$ cat src/rtl/eth_pkg.sv
// Shared definitions for the Ethernet header parser.
// The VLAN state exists only when ETH_VLAN_EN is defined.
package eth_pkg;

  localparam int          ETH_MAC_BYTES  = 6;
  localparam int          ETH_HDR_BYTES  = 14;
  localparam int          ETH_VLAN_BYTES = 4;
  localparam logic [15:0] ETHERTYPE_VLAN = 16'h8100;

  typedef enum logic [2:0] {
    IDLE,
    DST,
    SRC,
    TYPE,
    PAYLOAD
`ifdef ETH_VLAN_EN
    , VLAN
`endif
  } state_t;

endpackage

$ cat src/rtl/eth_sat_counter.sv
// Event counter that either saturates at all-ones or wraps to zero,
// selected by the SATURATE parameter.
module eth_sat_counter #(
  parameter int WIDTH    = 8,
  parameter bit SATURATE = 1'b1
) (
  input  logic             clk,
  input  logic             rst_n,
  input  logic             inc,
  output logic [WIDTH-1:0] count
);

  logic at_max;
  assign at_max = &count;

  // NOTE: sequential state uses non-blocking assignments so every flop samples pre-edge values.
  always_ff @(posedge clk or negedge rst_n) begin
    if (!rst_n) begin
      count <= '0;
    end else if (inc && !(SATURATE && at_max)) begin
      count <= count + WIDTH'(1);
    end
  end

endmodule

$ cat src/rtl/eth_header_parser.sv
// Byte-stream Ethernet header parser: extracts DST/SRC/EtherType, forwards payload
// with one cycle of latency and flags runt frames. Define ETH_VLAN_EN for 802.1Q tag support.
module eth_header_parser
  import eth_pkg::*;
#(
  parameter int CNT_W = 16,
  parameter int ERR_W = 8
) (
  input  logic             CLOCK,
  input  logic             RESET_N,
  input  logic             in_available,
  input  logic             in_datavalid,
  input  logic [7:0]       in_data,
  output logic [47:0]      dst_mac,
  output logic [47:0]      src_mac,
  output logic [15:0]      ethertype,
  output logic             hdr_valid,
  output logic             pay_valid,
  output logic [7:0]       pay_data,
  output logic             pay_first,
  output logic             pay_last,
  output logic             runt_err,
`ifdef ETH_VLAN_EN
  output logic [11:0]      vlan_id,
`endif
  output logic [CNT_W-1:0] frame_count,
  output logic [ERR_W-1:0] runt_count
);

  // Header byte index runs 0..13 across DST/SRC/TYPE, and 0..3 again inside VLAN.
  localparam logic [3:0] IDX_DST_END  = 4'(ETH_MAC_BYTES - 1);
  localparam logic [3:0] IDX_SRC_END  = 4'(2 * ETH_MAC_BYTES - 1);
  localparam logic [3:0] IDX_HDR_END  = 4'(ETH_HDR_BYTES - 1);
  localparam logic [3:0] IDX_VLAN_END = 4'(ETH_VLAN_BYTES - 1);

  state_t     state, next_state;
  logic [3:0] idx, next_idx;
  logic       hdr_done, runt_hit, pay_take;
  logic       first_pending;
  logic       is_last;

  assign is_last = ~in_available;

`ifdef ETH_VLAN_EN
  logic vlan_tag;
  assign vlan_tag = ({ethertype[7:0], in_data} == ETHERTYPE_VLAN);
`endif

  always_ff @(posedge CLOCK or negedge RESET_N) begin
    if (!RESET_N) begin
      state <= IDLE;
      idx   <= '0;
    end else begin
      state <= next_state;
      idx   <= next_idx;
    end
  end

  // NOTE: every combinational output gets a default first so no path can infer a latch.
  always_comb begin
    next_state = state;
    next_idx   = idx;
    hdr_done   = 1'b0;
    runt_hit   = 1'b0;
    pay_take   = 1'b0;
    if (in_datavalid) begin
      next_idx = idx + 4'd1;
      case (state)
        IDLE: next_state = DST;
        DST:  if (idx == IDX_DST_END) next_state = SRC;
        SRC:  if (idx == IDX_SRC_END) next_state = TYPE;
        TYPE: begin
          if (idx == IDX_HDR_END) begin
`ifdef ETH_VLAN_EN
            if (vlan_tag) begin
              next_state = VLAN;
              next_idx   = '0;
            end else begin
              hdr_done = 1'b1;
            end
`else
            hdr_done = 1'b1;
`endif
          end
        end
`ifdef ETH_VLAN_EN
        VLAN: if (idx == IDX_VLAN_END) hdr_done = 1'b1;
`endif
        PAYLOAD: begin
          pay_take = 1'b1;
          next_idx = idx;
          if (is_last) next_state = IDLE;
        end
        default: next_state = IDLE;
      endcase
      // A frame that ends anywhere before header completion is a runt.
      if (hdr_done) begin
        next_idx   = '0;
        next_state = is_last ? IDLE : PAYLOAD;
      end else if (is_last && state != PAYLOAD) begin
        runt_hit   = 1'b1;
        next_idx   = '0;
        next_state = IDLE;
      end
    end
  end

  always_ff @(posedge CLOCK or negedge RESET_N) begin
    if (!RESET_N) begin
      dst_mac       <= '0;
      src_mac       <= '0;
      ethertype     <= '0;
      hdr_valid     <= 1'b0;
      pay_valid     <= 1'b0;
      pay_data      <= '0;
      pay_first     <= 1'b0;
      pay_last      <= 1'b0;
      runt_err      <= 1'b0;
      first_pending <= 1'b0;
`ifdef ETH_VLAN_EN
      vlan_id       <= '0;
`endif
    end else begin
      hdr_valid <= hdr_done;
      runt_err  <= runt_hit;
      pay_valid <= 1'b0;
      pay_first <= 1'b0;
      pay_last  <= 1'b0;
      if (in_datavalid) begin
        case (state)
          IDLE, DST: dst_mac   <= {dst_mac[39:0], in_data};
          SRC:       src_mac   <= {src_mac[39:0], in_data};
          TYPE: begin
            ethertype <= {ethertype[7:0], in_data};
`ifdef ETH_VLAN_EN
            if (hdr_done) vlan_id <= '0;
`endif
          end
`ifdef ETH_VLAN_EN
          VLAN: begin
            if (idx == 4'd0)      vlan_id   <= {in_data[3:0], vlan_id[7:0]};
            else if (idx == 4'd1) vlan_id   <= {vlan_id[11:8], in_data};
            else                  ethertype <= {ethertype[7:0], in_data};
          end
`endif
          PAYLOAD: begin
            pay_valid <= 1'b1;
            pay_data  <= in_data;
            pay_first <= first_pending;
            pay_last  <= is_last;
          end
          default: ;
        endcase
      end
      if (hdr_done)      first_pending <= 1'b1;
      else if (pay_take) first_pending <= 1'b0;
    end
  end

  eth_sat_counter #(.WIDTH(CNT_W), .SATURATE(1'b0)) u_frame_cnt (
    .clk   (CLOCK),
    .rst_n (RESET_N),
    .inc   (hdr_done),
    .count (frame_count)
  );

  eth_sat_counter #(.WIDTH(ERR_W), .SATURATE(1'b1)) u_runt_cnt (
    .clk   (CLOCK),
    .rst_n (RESET_N),
    .inc   (runt_hit),
    .count (runt_count)
  );

endmodule

$ cat config.mk
export PLATFORM = sky130hd
export DESIGN_NAME = eth_header_parser
export DESIGN_NICKNAME = d
export VERILOG_FILES = /design/src/rtl/eth_pkg.sv /design/src/rtl/eth_sat_counter.sv /design/src/rtl/eth_header_parser.sv
export SDC_FILE = /design/constraint.sdc
export NUM_CORES = 1
export LEC_CHECK = 0
export ABC_AREA = 1
export BUFFER_PORTS_ARGS = -buffer_cell sky130_fd_sc_hd__buf_4
export CORE_AREA = 4 4 140 142
export CTS_CLUSTER_DIAMETER = 150
export DETAILED_ROUTE_END_ITERATION = 10
export DIE_AREA = 0 0 144 146
export GPL_TIMING_DRIVEN = 0
export SLEW_MARGIN = 5
export SYNTH_ARGS = -nofsm -noshare
export SYNTH_HDL_FRONTEND = slang
export SYNTH_SLANG_ARGS = --single-unit
$ cat constraint.sdc
create_clock -name CLOCK -period 1.5 [get_ports CLOCK]
set_clock_uncertainty 0.1 [all_clocks]
set_input_delay 0.075 -clock CLOCK [delete_from_list [all_inputs] [get_ports CLOCK]]
set_output_delay 0.075 -clock CLOCK [all_outputs]
set_load 0.01 [all_outputs]
==> metrics <==
status=finished with violations; violated checks=negative setup slack; initial antenna violation count=0; Nets=892; Worst-Margin Slew=0.571 ns; Synth area leader=dfrtp_1; DRT Pass-1 Iters=5; placed insts=1054; RSZ-0062 raised after global routing=yes; Adder-Cell Fraction of Synth Area=0.00786; die area=21000 um^2; CP Capture Type=flop; CTS tree=yes; I/O Buffers=about 160; Routed Antenna Nets=0; CP max FO=8; R2R Path Start=state[2]; area of the multi-input gates=between 2000 and 2500 um^2; Mapped Nets=a little under 700; Seq/Total Area, Yosys=0.617; drt wl/cell=15.4 um; vias in the first global route=approximately 5200; antenna fix cells=0; Layout Cell Area excl Fill=between 9000 and 10000 um^2; Tot Pwr=17.3 mW; vias per cell=4.69; initial DRC count=264; total grt overflow=0; CP Cell Sequence=inv_4, nand4_4, nor2_4, buf_12, nand3_4, o21ai_2, nand2_1; #FFs+latches synth=157; clock buffer depth=2; clk_lat worst skew=~0.42 ns; hpwl dp=11900 um; Arrival @ worst endpoint=1.73 ns; worst hold path type=in2async; all-layer global routing usage=0.167; drt total wl=17300 um; Final Hold Vio Count=0; die height=146 um; FMAX=0.657 GHz; xor/xnor share of the synthesized area=0.0151; crit share post-route=1.01; setup_tns=-0.0889 ns; top-area cell type share of the netlist area=0.617; fillers=between 1500 and 2000; Max VDD drop=0.858 mV; post-synthesis cell area=6370 um^2; post-synthesis mux area share=0.0424; non-filler cells, final=1123; H-tree levels=4; commonest cells after routing, fill and taps aside=buf_4 (187), dfrtp_1 (156), nand2_1 (138); Power Density=roughly 1900 nW/um^2; largest family of logic cells by synthesized area=simple AND/OR/NAND/NOR gates; Final Max Slew Viols=0; slew margin rel.=0.619; CTS sink count=157; Setup crit start kind=flop; simple-gate area share of the yosys netlist=0.164; Slowest cell on crit path=dfrtp_2; Area Growth Syn to Fin=45.3%; total of max-cap violations=0; final core area utilization=0.502; die width=144 um; DRC=0; kind of critical path=reg2reg; Cell Rows=50; Starting Density=0.345; Num CTS Buffers=17; first-pass GRT wire length=27700 um; Via Count=5272; I/O pins=161; cell depth of the worst flop-to-flop path=7; Ys Warns=0; most common cell after layout, fill and taps aside=buf_4; Reg area=3930 um^2; GP Congestion=0.783; Synth Area in Compound Gates=0.0917; Avg Inst Size Synth=between 9 and 10 um^2; Mapped Cells=661; WP data required=~1.7 ns; post-synth cell types=30; fraction of layout cells with a size suffix above 1=0.357; flop-to-flop setup slack=-0.02 ns; Setup crit end=u_frame_cnt.count[11]; Reg2Reg Capture Point=u_frame_cnt.count[11]; synth top area cells=dfrtp_1 (62%), nand2_1 (8.6%), o21ai_0 (5.1%); final-report setup violation count=11; CTS clk-pin slew, worst paths=0.07 ns; Crit path largest cell delay=0.48 ns; Root Buffer=clkbuf_16; P_leak=4.71 nW; CP Launch Point=state[2]; largest net degree at the start of global routing=between 100 and 150; Final min period=1.52 ns; core area=18500 um^2; Final WS setup=-0.0224 ns; placed inst area=7910 um^2
## synthesized netlist by cell type
| cell type | n |
|---|---|
| nand2_1 | 146 |
| nand2_4 | 1 |
| nor2_2 | 3 |
| nor3_4 | 1 |
| o22ai_1 | 1 |
| xnor2_1 | 6 |
| o21bai_1 | 1 |
| inv_2 | 3 |
| nor3_1 | 1 |
| xor2_1 | 5 |
| ha_1 | 4 |
| nand3_2 | 1 |
| nor2_1 | 59 |
| mux2_2 | 16 |
| o21ai_1 | 14 |
| nand4_1 | 4 |
| dfrtp_1 | 157 |
| nand4_2 | 1 |
| nand3b_1 | 2 |
| mux2_1 | 8 |
| nand2_2 | 2 |
| inv_1 | 70 |
| clkbuf_1 | 15 |
| nand3_1 | 27 |
| nor2_4 | 1 |
| o21ai_0 | 65 |
| buf_4 | 4 |
| clkinv_1 | 1 |
| a21oi_1 | 35 |
| buf_2 | 7 |
## through the flow
stage / setup WS, ns / hold WS, ns
4_1_cts: -0.0189 / 0.00976
2_1_floorplan: -0.0175 / -0.321
3_5_place_dp: -0.276 / -0.101
6_report: -0.0224 / 0.0343
3_3_place_gp: -0.642 / 0.321
5_1_grt: -0.0866 / 0.0633
## flip-flops by register name, summed over array words and instances (netlist names), 3 cells and up
name	flops
dst_mac	48
ethertype	16
pay_data	8
u_runt_cnt.count	8
u_frame_cnt.count	16
idx	4
state	3
src_mac	48
## per-layer routing
metal  GRT usage  wire length (um)  vias up
met3      0.0424               932       31
met2       0.252              8160      146
met1       0.235              7850     2531
met5           0                 0        -
met4      0.0574               375        0
li1            -                 -     2564
## cell families (layout without fill, tap and decap cells)
group	Yosys count	in the layout
fa+ha+maj	4	4
compound gates	116	116
mux	24	24
simple gates	249	250
buf+inv	100	327
xor+xnor	11	11
flops	157	157
## layout make-up
| cell class | instances | area share |
|---|---|---|
| buffer | 25 | 0.0236 |
| clock buffer | 20 | 0.0493 |
| clock inverter | 12 | 0.0172 |
| inverter | 74 | 0.0311 |
| multi-input combinational | 405 | 0.252 |
| sequential | 157 | 0.424 |
| tap | 234 | 0.0316 |
| timing repair buffer | 196 | 0.171 |
## worst min-delay path by stage
stage,from,endpoint,slack (ns)
after floorplan,RESET_N,dst_mac[0],-0.32
after global placement,in_datavalid,state[2],0.32
after detailed placement,RESET_N,dst_mac[19],-0.10
after CTS,in_datavalid,idx[0],0.01
after global routing,in_datavalid,idx[0],0.06
final,RESET_N,dst_mac[35],0.03
## critical path: cells and delay by family (launching register included)
kind | cells | cell delay, ns
and+or+nand+nor | 4 | 0.43
buffers and inverters | 2 | 0.27
AOI/OAI and AO/OA | 1 | 0.13
DFF | 1 | 0.48
## power by group
group | total (mW) | leakage (nW) | internal, mW | switching (mW)
Clock | 4.50 | 0.286 | 2.72 | 1.78
Combinational | 5.97 | 2.47 | 3.03 | 2.94
Sequential | 6.83 | 1.95 | 5.73 | 1.10
Total | 17.3 | 4.71 | 11.5 | 5.81
## repair_timing
action | CTS | global route
resized for setup | 45 | 97
pin swaps | 6 | 21
hold buffers | 11 | 0
hold endpoints to repair | 191 | 0
endpoints found under the setup margin | 140 | 134
gates cloned | 2 | 1
buffers inserted | 11 | 14
No activity file was read; power rests on OpenSTA's default activity.
